===== src/rtl/spi_pkg.sv =====
// Shared SPI definitions used by the initiator and by the peripheral-side model.
// Contents:
//   spi_state_e : transfer phases (IDLE, SETUP, TRANSFER, HOLD)
//   CPOL, CPHA  : SPI mode constants (mode 0: clock idles low, sample on leading edge)
package spi_pkg;

    typedef enum logic [1:0] {
        IDLE,
        SETUP,
        TRANSFER,
        HOLD
    } spi_state_e;

    localparam logic CPOL = 1'b0;
    localparam logic CPHA = 1'b0;

endpackage


===== src/rtl/spi_sclk_gen.sv =====
// SPI clock divider and edge generator.
// While enable is high, sclk toggles every CLK_DIV clk cycles, starting from the
// idle level. rise_pulse / fall_pulse are high during the clk cycle whose closing
// edge makes sclk rise / fall, so the caller can act on that same clk edge.
// Ports:
//   clk, reset_n : system clock, asynchronous active-low reset
//   enable       : run the divider; low forces sclk to idle and clears the count
//   sclk         : registered SPI clock
//   rise_pulse   : next clk edge produces a rising sclk edge
//   fall_pulse   : next clk edge produces a falling sclk edge
module spi_sclk_gen
    import spi_pkg::*;
#(
    parameter int CLK_DIV = 4
) (
    input  logic clk,
    input  logic reset_n,
    input  logic enable,
    output logic sclk,
    output logic rise_pulse,
    output logic fall_pulse
);

    localparam int DIV_W = $clog2(CLK_DIV) + 1;

    logic [DIV_W-1:0] div_cnt_q, div_cnt_d;
    logic             sclk_q, sclk_d;
    logic             wrap;

    always_comb begin
        wrap      = enable && (div_cnt_q == DIV_W'(CLK_DIV - 1));
        div_cnt_d = div_cnt_q;
        sclk_d    = sclk_q;
        if (!enable) begin
            div_cnt_d = '0;
            sclk_d    = CPOL;
        end else if (wrap) begin
            div_cnt_d = '0;
            sclk_d    = ~sclk_q;
        end else begin
            div_cnt_d = div_cnt_q + DIV_W'(1);
        end
    end

    always_ff @(posedge clk or negedge reset_n) begin
        if (!reset_n) begin
            div_cnt_q <= '0;
            sclk_q    <= CPOL;
        end else begin
            div_cnt_q <= div_cnt_d;
            sclk_q    <= sclk_d;
        end
    end

    assign sclk       = sclk_q;
    assign rise_pulse = wrap && !sclk_q;
    assign fall_pulse = wrap && sclk_q;

endmodule


===== src/rtl/spi_master.sv =====
// SPI initiator, mode 0, MSB first.
// A start seen while idle latches tx_data and runs SETUP (cs_n low, sclk idle),
// TRANSFER (DATA_WIDTH sclk periods, shifting mosi out and miso in), then HOLD
// (cs_n still low). Leaving HOLD releases cs_n and pulses done with rx_data.
// Ports:
//   clk, reset_n : system clock, asynchronous active-low reset
//   start        : transfer request, only looked at while idle
//   tx_data      : word to send, captured on the accepting edge
//   busy         : transfer in progress
//   done         : one-cycle pulse, rx_data freshly updated
//   rx_data      : last received word
//   sclk, mosi   : SPI clock and serial data out (both registered)
//   miso         : serial data in
//   cs_n         : chip select, active low (registered)
module spi_master
    import spi_pkg::*;
#(
    parameter int DATA_WIDTH = 8,
    parameter int CLK_DIV    = 4
) (
    input  logic                  clk,
    input  logic                  reset_n,
    input  logic                  start,
    input  logic [DATA_WIDTH-1:0] tx_data,
    output logic                  busy,
    output logic                  done,
    output logic [DATA_WIDTH-1:0] rx_data,
    output logic                  sclk,
    output logic                  mosi,
    input  logic                  miso,
    output logic                  cs_n
);

    localparam int BIT_W = $clog2(DATA_WIDTH + 1);
    localparam int DIV_W = $clog2(CLK_DIV) + 1;

    spi_state_e            state_q, state_d;
    logic [DIV_W-1:0]      wait_cnt_q, wait_cnt_d;
    logic [BIT_W-1:0]      bit_cnt_q, bit_cnt_d;
    logic [DATA_WIDTH-1:0] tx_shift_q, tx_shift_d;
    logic [DATA_WIDTH-1:0] rx_shift_q, rx_shift_d;
    logic [DATA_WIDTH-1:0] rx_data_q, rx_data_d;
    logic                  mosi_q, mosi_d;
    logic                  cs_n_q, cs_n_d;
    logic                  busy_q, busy_d;
    logic                  done_q, done_d;

    logic sclk_en;
    logic rise_pulse, fall_pulse;
    logic sample_pulse, shift_pulse;

    assign sclk_en = (state_q == TRANSFER);

    spi_sclk_gen #(
        .CLK_DIV (CLK_DIV)
    ) u_sclk_gen (
        .clk        (clk),
        .reset_n    (reset_n),
        .enable     (sclk_en),
        .sclk       (sclk),
        .rise_pulse (rise_pulse),
        .fall_pulse (fall_pulse)
    );

    // Leading edge samples and trailing edge shifts when CPHA=0.
    assign sample_pulse = (CPHA == 1'b0) ? rise_pulse : fall_pulse;
    assign shift_pulse  = (CPHA == 1'b0) ? fall_pulse : rise_pulse;

    // SETUP waits until the counter reaches CLK_DIV, so it lasts CLK_DIV+1 cycles;
    // with CLK_DIV-cycle TRANSFER half-periods and HOLD this puts done on edge
    // (2*DATA_WIDTH+2)*CLK_DIV+1 after acceptance.
    always_comb begin
        state_d    = state_q;
        wait_cnt_d = wait_cnt_q;
        bit_cnt_d  = bit_cnt_q;
        tx_shift_d = tx_shift_q;
        rx_shift_d = rx_shift_q;
        rx_data_d  = rx_data_q;
        mosi_d     = mosi_q;
        cs_n_d     = cs_n_q;
        busy_d     = busy_q;
        done_d     = 1'b0;

        case (state_q)
            IDLE: begin
                if (start) begin
                    tx_shift_d = tx_data;
                    rx_shift_d = '0;
                    wait_cnt_d = '0;
                    bit_cnt_d  = '0;
                    mosi_d     = tx_data[DATA_WIDTH-1];
                    cs_n_d     = 1'b0;
                    busy_d     = 1'b1;
                    state_d    = SETUP;
                end
            end

            SETUP: begin
                if (wait_cnt_q == DIV_W'(CLK_DIV)) begin
                    wait_cnt_d = '0;
                    state_d    = TRANSFER;
                end else begin
                    wait_cnt_d = wait_cnt_q + DIV_W'(1);
                end
            end

            TRANSFER: begin
                if (sample_pulse) begin
                    rx_shift_d = DATA_WIDTH'({rx_shift_q, miso});
                end
                if (shift_pulse) begin
                    tx_shift_d = tx_shift_q << 1;
                    // The last trailing edge parks mosi low and ends the transfer.
                    if (bit_cnt_q == BIT_W'(DATA_WIDTH - 1)) begin
                        mosi_d    = 1'b0;
                        bit_cnt_d = '0;
                        state_d   = HOLD;
                    end else begin
                        mosi_d    = tx_shift_d[DATA_WIDTH-1];
                        bit_cnt_d = bit_cnt_q + BIT_W'(1);
                    end
                end
            end

            HOLD: begin
                if (wait_cnt_q == DIV_W'(CLK_DIV - 1)) begin
                    wait_cnt_d = '0;
                    cs_n_d     = 1'b1;
                    busy_d     = 1'b0;
                    done_d     = 1'b1;
                    rx_data_d  = rx_shift_q;
                    state_d    = IDLE;
                end else begin
                    wait_cnt_d = wait_cnt_q + DIV_W'(1);
                end
            end

            default: begin
                state_d = IDLE;
            end
        endcase
    end

    always_ff @(posedge clk or negedge reset_n) begin
        if (!reset_n) begin
            state_q    <= IDLE;
            wait_cnt_q <= '0;
            bit_cnt_q  <= '0;
            tx_shift_q <= '0;
            rx_shift_q <= '0;
            rx_data_q  <= '0;
            mosi_q     <= 1'b0;
            cs_n_q     <= 1'b1;
            busy_q     <= 1'b0;
            done_q     <= 1'b0;
        end else begin
            state_q    <= state_d;
            wait_cnt_q <= wait_cnt_d;
            bit_cnt_q  <= bit_cnt_d;
            tx_shift_q <= tx_shift_d;
            rx_shift_q <= rx_shift_d;
            rx_data_q  <= rx_data_d;
            mosi_q     <= mosi_d;
            cs_n_q     <= cs_n_d;
            busy_q     <= busy_d;
            done_q     <= done_d;
        end
    end

    assign busy    = busy_q;
    assign done    = done_q;
    assign rx_data = rx_data_q;
    assign mosi    = mosi_q;
    assign cs_n    = cs_n_q;

endmodule


===== config.mk =====
export PLATFORM = sky130hd
export DESIGN_NAME = spi_master
export DESIGN_NICKNAME = d
export VERILOG_FILES = /design/src/rtl/spi_pkg.sv /design/src/rtl/spi_sclk_gen.sv /design/src/rtl/spi_master.sv
export SDC_FILE = /design/constraint.sdc
export NUM_CORES = 1
export LEC_CHECK = 0
export BUFFER_PORTS_ARGS = -buffer_cell sky130_fd_sc_hd__buf_2
export CAP_MARGIN = 10
export CORE_ASPECT_RATIO = 0.9
export CORE_UTILIZATION = 60
export CTS_BUF_LIST = sky130_fd_sc_hd__clkbuf_16
export DETAILED_ROUTE_END_ITERATION = 12
export GPL_ROUTABILITY_DRIVEN = 1
export PLACE_DENSITY = 0.83
export REMOVE_ABC_BUFFERS = 1
export SYNTH_ARGS = -nofsm -noshare
export SYNTH_HDL_FRONTEND = slang
export SYNTH_SLANG_ARGS = --single-unit

===== constraint.sdc =====
create_clock -name clk -period 2.9 [get_ports clk]
set_input_delay 0.29 -clock clk [delete_from_list [all_inputs] [get_ports clk]]
set_output_delay 0.29 -clock clk [all_outputs]
set_load 0.02 [all_outputs]

==> results of run 1 <==
==> cells in the mapped netlist (3+ instances only) <==
cell type	n	share of area, %
inv_1	13	2.6
nand3_1	4	1.1
buf_2	3	0.81
mux2i_1	7	3.8
a21oi_1	11	3.0
nand3b_1	3	1.2
mux2_2	10	6.0
nor2_1	12	2.4
dfrtp_1	39	52
nand2_1	23	4.6
o21ai_1	6	1.6
o21ai_0	4	1.1
ha_1	10	6.7
==> sequential cells by signal (all words and copies together), names as in the netlist <==
signal                cells
u_sclk_gen.div_cnt_q      3
cs_n                      1
rx_shift_q                8
state_q                   2
mosi                      1
tx_shift_q                7
bit_cnt_q                 4
wait_cnt_q                3
busy                      1
u_sclk_gen.sclk           1
done                      1
rx_data                   8
==> metal layers <==
layer / up-vias / global-route usage [%] / part of all wire [%]
li1: 643 / - / -
met1: 643 / 30.1 / 44
met2: 25 / 44.0 / 51
met3: 9 / 4.26 / 2.7
met4: 0 / 13.3 / 2.2
met5: - / 0 / 0
==> worst paths after layout <==
| kind | from | endpoint | slack, ps | depth (start not counted) |
|---|---|---|---|---|
| worst min-delay path | reset_n | rx_data[2] | 130 | 1 |
| worst min register to register | u_sclk_gen.div_cnt_q[0] | u_sclk_gen.div_cnt_q[0] | 440 | 1 |
| worst max-delay path | state_q[0] | bit_cnt_q[0] | 760 | 6 |
| min in group clk | miso | rx_shift_q[0] | 280 | 3 |
| max in group asynchronous | reset_n | bit_cnt_q[2] | 2220 | 1 |
| worst max register to register | state_q[0] | bit_cnt_q[0] | 760 | 6 |
==> critical path: stages (launching register included) <==
cell and delay [ps]:
dfrtp_1 400, inv_1 120, ha_1 440, nor2_1 170
a211oi_2 250, buf_4 270, mux2_2 360
==> power groups by stage <==
stage	combinational (mW)	sequential, mW	clock (mW)
2_1_floorplan	0.566	0.793	0
3_3_place_gp	0.724	0.782	0
3_5_place_dp	0.780	0.795	0
4_1_cts	0.791	0.789	0.610
5_1_grt	0.888	0.803	0.628
6_report	0.784	0.791	0.603
==> kinds of logic after synthesis <==
| group | after synthesis | synth area share, % |
|---|---|---|
| mux | 17 | 9.81 |
| simple gates | 55 | 14.2 |
| buf+inv | 19 | 4.43 |
| fa+ha+maj | 10 | 6.72 |
| flops | 40 | 53.8 |
| compound gates | 32 | 11.1 |
==> cell type report <==
type                    count  share of cell area (%)
inverters                  13                    2.24
clock buffers               5                    5.74
clock inverters             3                    1.78
well taps                  40                    2.30
repair buffers             26                    6.20
multi-input cells         114                    35.7
flip-flops and latches     40                    46.0
==> stage by stage <==
stage,utilization (%),hold slack (ps),cell area [um2],total power [mW],setup WS [ps]
global placement,71.0,420,2010,1.51,962
finish,76.8,125,2180,2.18,764
detailed placement,71.0,427,2010,1.57,775
global route,76.8,205,2180,2.32,642
CTS,76.8,144,2180,2.19,758
floorplan,-,-5.59,1830,1.36,209
==> flow_metrics.tcl, run 1 <==
set metrics [dict create \
    dieWidth_um 60.7 \
    max_freq_ghz 0.468 \
    switching_share_pct 35.5 \
    power_density_mw_per_mm2 1000 \
    rsz0062_at_grt "no" \
    setup-tns-final_ps 0 \
    async_flop_share_pct 100 \
    grt_pass1_wl_um 5850 \
    layout_commonest_cell "dfrtp_1" \
    drtAntennaViolNets 0 \
    ir_drop_uv 744 \
    drc 0 \
    pwr-share-seq_pct 36.3 \
    gr-total-overflow 0 \
    clkLatencyLatePin_ps 280 \
    syn-cell-area_mm2 0.00186 \
    setup-violations-final 0 \
    grt_pass1_vias 1287 \
    min_period_ps 2140 \
    ys_warn_count 0 \
    root_buffer "clkbuf_16" \
    slew_violations 0 \
    rows 18 \
    fillers 226 \
    tightest_slew_ps 877 \
    die_h_um 54.9 \
    hold_path_class "in2async" \
    vias 1320 \
    cts.sinks 40 \
    endpoint_kind "register" \
    cp.required_ps 3060 \
    drv_cap 0 \
    grtUsageTotal_pct 25.2 \
    drt_iter0_drc 34 \
    holdBufCountCts 0 \
    core_mm2 0.00284 \
    dr.pass1.iters 6 \
    drt-total-wl_um 3610 \
    area_delta_synth_final_pct 16.9 \
    finalNonFillerCells 241 \
    final_cell_mix "dfrtp_1, buf_2, nand2_1" \
    seq_area_frac_synth_pct 53.8 \
    period_share_pct 73.7 \
    ctsResizeCount 0 \
    antenna_found_initial 0 \
    synthFlopType "dfrtp_1" \
    relSlewSlack_pct 41.5 \
    synth.avg_cell_area_um2 10.8 \
    post-cts-setup-buffers 0 \
    criticalPathCategory "reg2reg" \
    pwr-share-clk_pct 27.7 \
    seq_area_mm2 0.00100 \
    cts_tree "done" \
    start_kind "register" \
    hpwl_um 2370 \
    wl_per_cell_um 15.0 \
    internal_power_mw 1.41 \
    pwr-share-comb_pct 36.0 \
    clock_skew_ps 5.92 \
    multi_input_comb_area_um2 778 \
    finalNetCount 222 \
    cts_buffers 5 \
    synthDistinctLibCells 35 \
    synth_cells 173 \
    place_congestion 0.687 \
    clkTransAtPathRegs_ps 60 \
    dieArea_mm2 0.00333 \
    cts_buffer_depth 2 \
    netSwitchingPower_uw 773 \
    placedCellCount 233 \
    synth.ff_latch_count 40 \
    hold_viol_final 0 \
    worstPathArrival_ps 2300 \
    pin_count 25 \
    critPathMaxFanout 23 \
    start_util_pct 65.7 \
    drive_gt1_share_pct 23.9 \
    synth_edf_count 0 \
    post_drt_via_cell_ratio 5.48 \
    grt_max_degree 41 \
    antennaDiodeCount 0 \
    portBuffers 24 \
    p_leak_nw 1.03 \
    cts-htree-levels 2 \
    status "finished clean" \
]
Power figures use the tool's default switching activity.
==> inputs of run 2 (changes only) <==
ABC_AREA = 1   (was unset)
CORE_UTILIZATION = 57   (was 60)
PLACE_DENSITY = 0.79   (was 0.83)
clock period = 2.1 ns   (was 2.9 ns; I/O delays follow)
==> run 2 against run 1 <==
  * Hold slack lost 82 ps
  * Synthesized area grew 5.4%
  * Clock power rose by 38%
  * Global-route usage shrank 2.5 points
  * Worst setup slack lost 510 ps
  * Core utilization decreased by 5.2 points
==> flow_metrics.tcl, run 2 <==
set metrics [dict create \
    status "finished clean" \
    synth.area.top_cells "dfrtp_1, nand2_1, ha_1, o21ai_0, inv_1" \
    grtUsageTotal_pct 22.7 \
    synth.ff_latch_count 40 \
    pwr-share-comb_pct 38.3 \
    holdBufCountCts 0 \
    ctsResizeCount 0 \
    antenna_found_initial 0 \
    rows 19 \
    ir_drop_uv 799 \
    drc 0 \
    power_density_mw_per_mm2 1360 \
    synth_edf_count 0 \
    pin_count 25 \
    die_h_um 57.7 \
    setup_slack_ps 249 \
    clock_skew_ps 4.04 \
    synth_top_area_cell "dfrtp_1" \
    cts_buffers 5 \
    place_ws_ps 234 \
    setup-violations-final 0 \
    synth_top_area_share_pct 49.7 \
    pwr-share-clk_pct 27.0 \
    slew_violations 0 \
    async_flop_share_pct 100 \
    portBuffers 24 \
    critPathMaxFanout 18 \
    wl_per_cell_um 11.7 \
    syn-cell-area_mm2 0.00196 \
    switching_share_pct 39.1 \
    relSlewSlack_pct 43.0 \
    drv_cap 0 \
    pwr-share-seq_pct 34.7 \
    cts.sinks 40 \
    seq_area_frac_synth_pct 51.1 \
    drive_gt1_share_pct 19.1 \
    vias 1481 \
    cts_tree "done" \
    antennaDiodeCount 0 \
    synthFlopType "dfrtp_1" \
    synth.avg_cell_area_um2 8.57 \
    post_drt_via_cell_ratio 4.95 \
    endpoint_kind "register" \
    worstPathArrival_ps 2010 \
    min_period_ps 1850 \
    period_share_pct 88.1 \
    rsz0062_at_grt "no" \
    cts-htree-levels 2 \
    drt-total-wl_um 3490 \
    criticalPathCategory "reg2reg" \
    cp.required_ps 2260 \
    post-synth-top-count-cell "nand2_1" \
    layout_commonest_cell "nand2_1" \
    hpwl_um 2420 \
    dieWidth_um 63.9 \
    setup-tns-final_ps 0 \
    post-cts-setup-buffers 0 \
    clkLatencyLatePin_ps 280 \
    grt_pass1_wl_um 6340 \
    ys_warn_count 0 \
    synth_cells 229 \
    core_mm2 0.00316 \
    p_leak_nw 1.21 \
    final_cell_mix "nand2_1, dfrtp_1, buf_2" \
    synthDistinctLibCells 22 \
    fillers 246 \
    drtAntennaViolNets 0 \
    clkTransAtPathRegs_ps 60 \
    dieArea_mm2 0.00368 \
    grt_max_degree 41 \
    tightest_slew_ps 854 \
    root_buffer "clkbuf_16" \
    drt_iter0_drc 105 \
    start_kind "register" \
    grt_pass1_vias 1451 \
    place_congestion 0.847 \
    area_delta_synth_final_pct 15.2 \
    hold_path_class "in2async" \
    gr-total-overflow 0 \
    internal_power_mw 1.87 \
    finalNetCount 278 \
    cts_buffer_depth 2 \
    max_freq_ghz 0.540 \
    start_util_pct 62.1 \
    dr.pass1.iters 4 \
    synthTopCellsByCount "nand2_1, dfrtp_1, inv_1, o21ai_0, ha_1" \
    netSwitchingPower_mw 1.20 \
    hold_viol_final 0 \
]
[run 2: cell types whose count changed after synthesis, moves of 5 or more]
cell	change
nand2_1	+71
o21ai_0	+15
a21oi_1	-11
mux2_2	-10
inv_1	+7
mux2i_1	-7
o21ai_1	-6
o21ai_2	+6
nand3_1	+5
[run 2: critical path, cell delays in order (launching register included)]
cell and delay [ps]:
dfrtp_1 400, inv_1 90, ha_1 430, inv_8 100
nand2_4 100, nand2_4 70, nor2_8 230, inv_1 160
nand2_1 100, nand2_1 60
[run 2: cell type report]
| class | instances | area [um2] | area share (%) |
|---|---|---|---|
| repair buffers | 25 | 128 | 5.64 |
| flip-flops and latches | 40 | 1000 | 44.3 |
| clock inverters | 3 | 37.5 | 1.66 |
| inverters | 23 | 93.8 | 4.15 |
| multi-input cells | 161 | 823 | 36.4 |
| clock buffers | 5 | 125 | 5.53 |
| well taps | 42 | 52.6 | 2.32 |
[run 2: metrics by stage]
stage	area, um2	hold slack [ps]	power [mW]	utilization (%)	std cells
global placement	2100	370	2.22	66.4	291
detailed placement	2100	368	2.26	66.4	291
finish	2260	43.3	3.08	71.5	299
global route	2260	122	3.33	71.5	299
CTS	2260	75.0	3.10	71.5	299
floorplan	1920	-85.6	1.97	-	224
[run 2: routing by layer]
metal  GRT usage (%)  wire length [um]
met5               0                 0
met2            37.5              1640
met4            8.44                46
met3            5.31               121
met1            29.4              1680
[run 2: power by group through the flow]
| stage | Combinational [mW] | Clock (mW) | Sequential (mW) |
|---|---|---|---|
| 5_1_grt | 1.36 | 0.872 | 1.09 |
| 4_1_cts | 1.19 | 0.839 | 1.07 |
| 6_report | 1.18 | 0.830 | 1.07 |
| 3_5_place_dp | 1.18 | 0 | 1.08 |
| 2_1_floorplan | 0.875 | 0 | 1.09 |
| 3_3_place_gp | 1.14 | 0 | 1.08 |
[run 2: path summary, 6_finish.rpt]
kind	startpoint	end	slack [ps]	depth (start not counted)
worst max-delay path	state_q[0]	bit_cnt_q[1]	250	9
worst min-delay path	reset_n	busy	40	1
worst max register to register	state_q[0]	bit_cnt_q[1]	250	9
worst min register to register	u_sclk_gen.div_cnt_q[0]	u_sclk_gen.div_cnt_q[0]	440	1
max in group asynchronous	reset_n	bit_cnt_q[2]	1530	1
min in group clk	tx_data[0]	tx_shift_q[0]	170	3
[run 2: cells by family (layout without fill, tap and decap cells)]
logic type               count (synthesis)  count (layout)  synth area share, %
AND/OR/NAND/NOR                        123             123                 26.8
flip-flops                              40              40                 51.1
AO/OA/AOI/OAI                           28              28                 8.80
buffers and inverters                   28              56                 7.01
adder cells (fa/ha/maj)                 10              10                 6.37
==> inputs of run 3 (changes only) <==
CORE_UTILIZATION = 45   (was 57)
PLACE_DENSITY = unset   (was 0.79)
==> run 3 against run 2 <==
  * Clock skew decreased by 1.4 ps
  * Non-clock buffer count rose by 5
  * Count of clock-buffer cells in the layout stayed put
  * Die area grew 26%
  * Core utilization is 16 points lower
  * Critical endpoint is now tx_shift_q[0]
==> flow_metrics.tcl, run 3 (synthesized netlist as in run 2, its figures left out) <==
set metrics [dict create \
    pin_count 25 \
    drt_iter0_drc 60 \
    ctsResizeCount 0 \
    cp.required_ps 2270 \
    die_h_um 64.7 \
    whs_path_depth 3 \
    grt_pass1_wl_um 6080 \
    grtUsageTotal_pct 17.2 \
    post_drt_via_cell_ratio 4.74 \
    antennaDiodeCount 0 \
    met3_usage_pct 3.89 \
    wl_per_cell_um 10.8 \
    finalPower_mw 3.07 \
    rows 22 \
    hp-start "tx_data[0]" \
    p_leak_nw 1.24 \
    drive_gt1_share_pct 20.6 \
    setup-violations-final 0 \
    setup-tns-final_ps 0 \
    area_delta_synth_final_pct 17.7 \
    rsz0062_at_grt "no" \
    clkLatencyLatePin_ps 280 \
    dieArea_mm2 0.00463 \
    ir_drop_uv 630 \
    period_share_pct 87.0 \
    finalNetCount 283 \
    min_to "tx_shift_q[0]" \
    grt_use_met2_pct 25.0 \
    grt_max_degree 28 \
    drv_cap 0 \
    max_freq_ghz 0.547 \
    cts.sinks 40 \
    hold_path_class "in2reg" \
    root_buffer "clkbuf_16" \
    drtAntennaViolNets 0 \
    relSlewSlack_pct 60.8 \
    endpoint_kind "register" \
    cts_buffer_depth 2 \
    critPathMaxFanout 18 \
    clock_skew_ps 2.63 \
    worstPathArrival_ps 2000 \
    drt-total-wl_um 3360 \
    hpwl_um 2360 \
    drc 0 \
    portBuffers 24 \
    r2r_cells 10 \
    final_cell_mix "nand2_1, dfrtp_1, buf_2" \
    dr.pass1.iters 4 \
    power_density_mw_per_mm2 1330 \
    r2r_end "tx_shift_q[0]" \
    met1_usage_pct 24.1 \
    place_congestion 0.717 \
    status "finished clean" \
    worst_r2r_startpoint "state_q[0]" \
    min_period_ps 1830 \
    slew_violations 0 \
    hold_viol_final 0 \
    tightest_slew_ps 588 \
    criticalPathCategory "reg2reg" \
    cts_tree "done" \
    start_kind "register" \
    dieWidth_um 71.6 \
    core_mm2 0.00413 \
    r2r_slack_ps 270 \
    gr-total-overflow 0 \
    cts-htree-levels 2 \
    start_util_pct 47.5 \
    clkTransAtPathRegs_ps 60 \
    grt_pass1_vias 1381 \
    top_usage_layer "met2" \
    vias 1470 \
    cts_buffers 5 \
    antenna_found_initial 0 \
    layout_commonest_cell "nand2_1" \
]
## run 3: cell types whose count changed in the layout (fill, tap and decap cells not counted)
cell	delta
clkinv_1	-2
inv_1	+1
buf_4	+4
dlygate4sd3_1	+1
clkinv_2	+1
## run 3: power by group
group / switching [mW] / leakage [nW] / total, mW / internal [mW]
Clock: 0.289 / 0.0850 / 0.843 / 0.553
Combinational: 0.794 / 0.619 / 1.17 / 0.373
Sequential: 0.0995 / 0.535 / 1.06 / 0.961
Total: 1.18 / 1.24 / 3.07 / 1.89
## run 3: per-stage QoR
stage          util (%)  setup WS [ps]  instances  hold WS (ps)  area, um2
2_1_floorplan         -            335        224         -85.6       1920
3_3_place_gp       51.8            333        301           258       2140
3_5_place_dp       51.8            299        301           260       2140
4_1_cts            56.0            256        310           158       2310
5_1_grt            56.0           89.8        310           197       2310
6_report           56.0            273        310           161       2310
## run 3: how the worst max path moves through the flow
stage	startpoint	endpoint	slack (ps)	depth (start not counted)
final	state_q[0]	tx_shift_q[0]	270	10
after global routing	state_q[0]	tx_shift_q[0]	90	10
after floorplan	state_q[0]	rx_shift_q[1]	340	9
after global placement	state_q[0]	bit_cnt_q[3]	330	10
after detailed placement	state_q[0]	tx_shift_q[0]	300	10
after CTS	state_q[0]	tx_shift_q[0]	260	10
## run 3: worst max-delay path, stage by stage, from the launching register on
cell and delay (ps):
dfrtp_1 420, inv_1 90, ha_1 250, buf_4 200, inv_8 70, nand2_4 80
nand2_4 70, nor2_8 230, inv_1 170, nand2_1 100, nand2_1 50
## run 3: cell type report
cell class / count / area (um2)
clock buffer: 5 / 125
multi-input combinational: 161 / 823
tap: 48 / 60.1
clock inverter: 3 / 38.8
inverter: 23 / 93.8
fill: 394 / 1820
timing repair buffer: 30 / 168
sequential: 40 / 1000
## run 3: repair_timing
item | CTS | global route
hold buffers | 1 | 0
buffers inserted | 0 | 0
hold endpoints to repair | 24 | 0
## run 3: metal layers
metal  vias to the layer above  routed length (um)
li1                        778                   -
met1                       660                1730
met2                        27                1450
met5                         -                   0
met3                         5                 115
met4                         0                  61
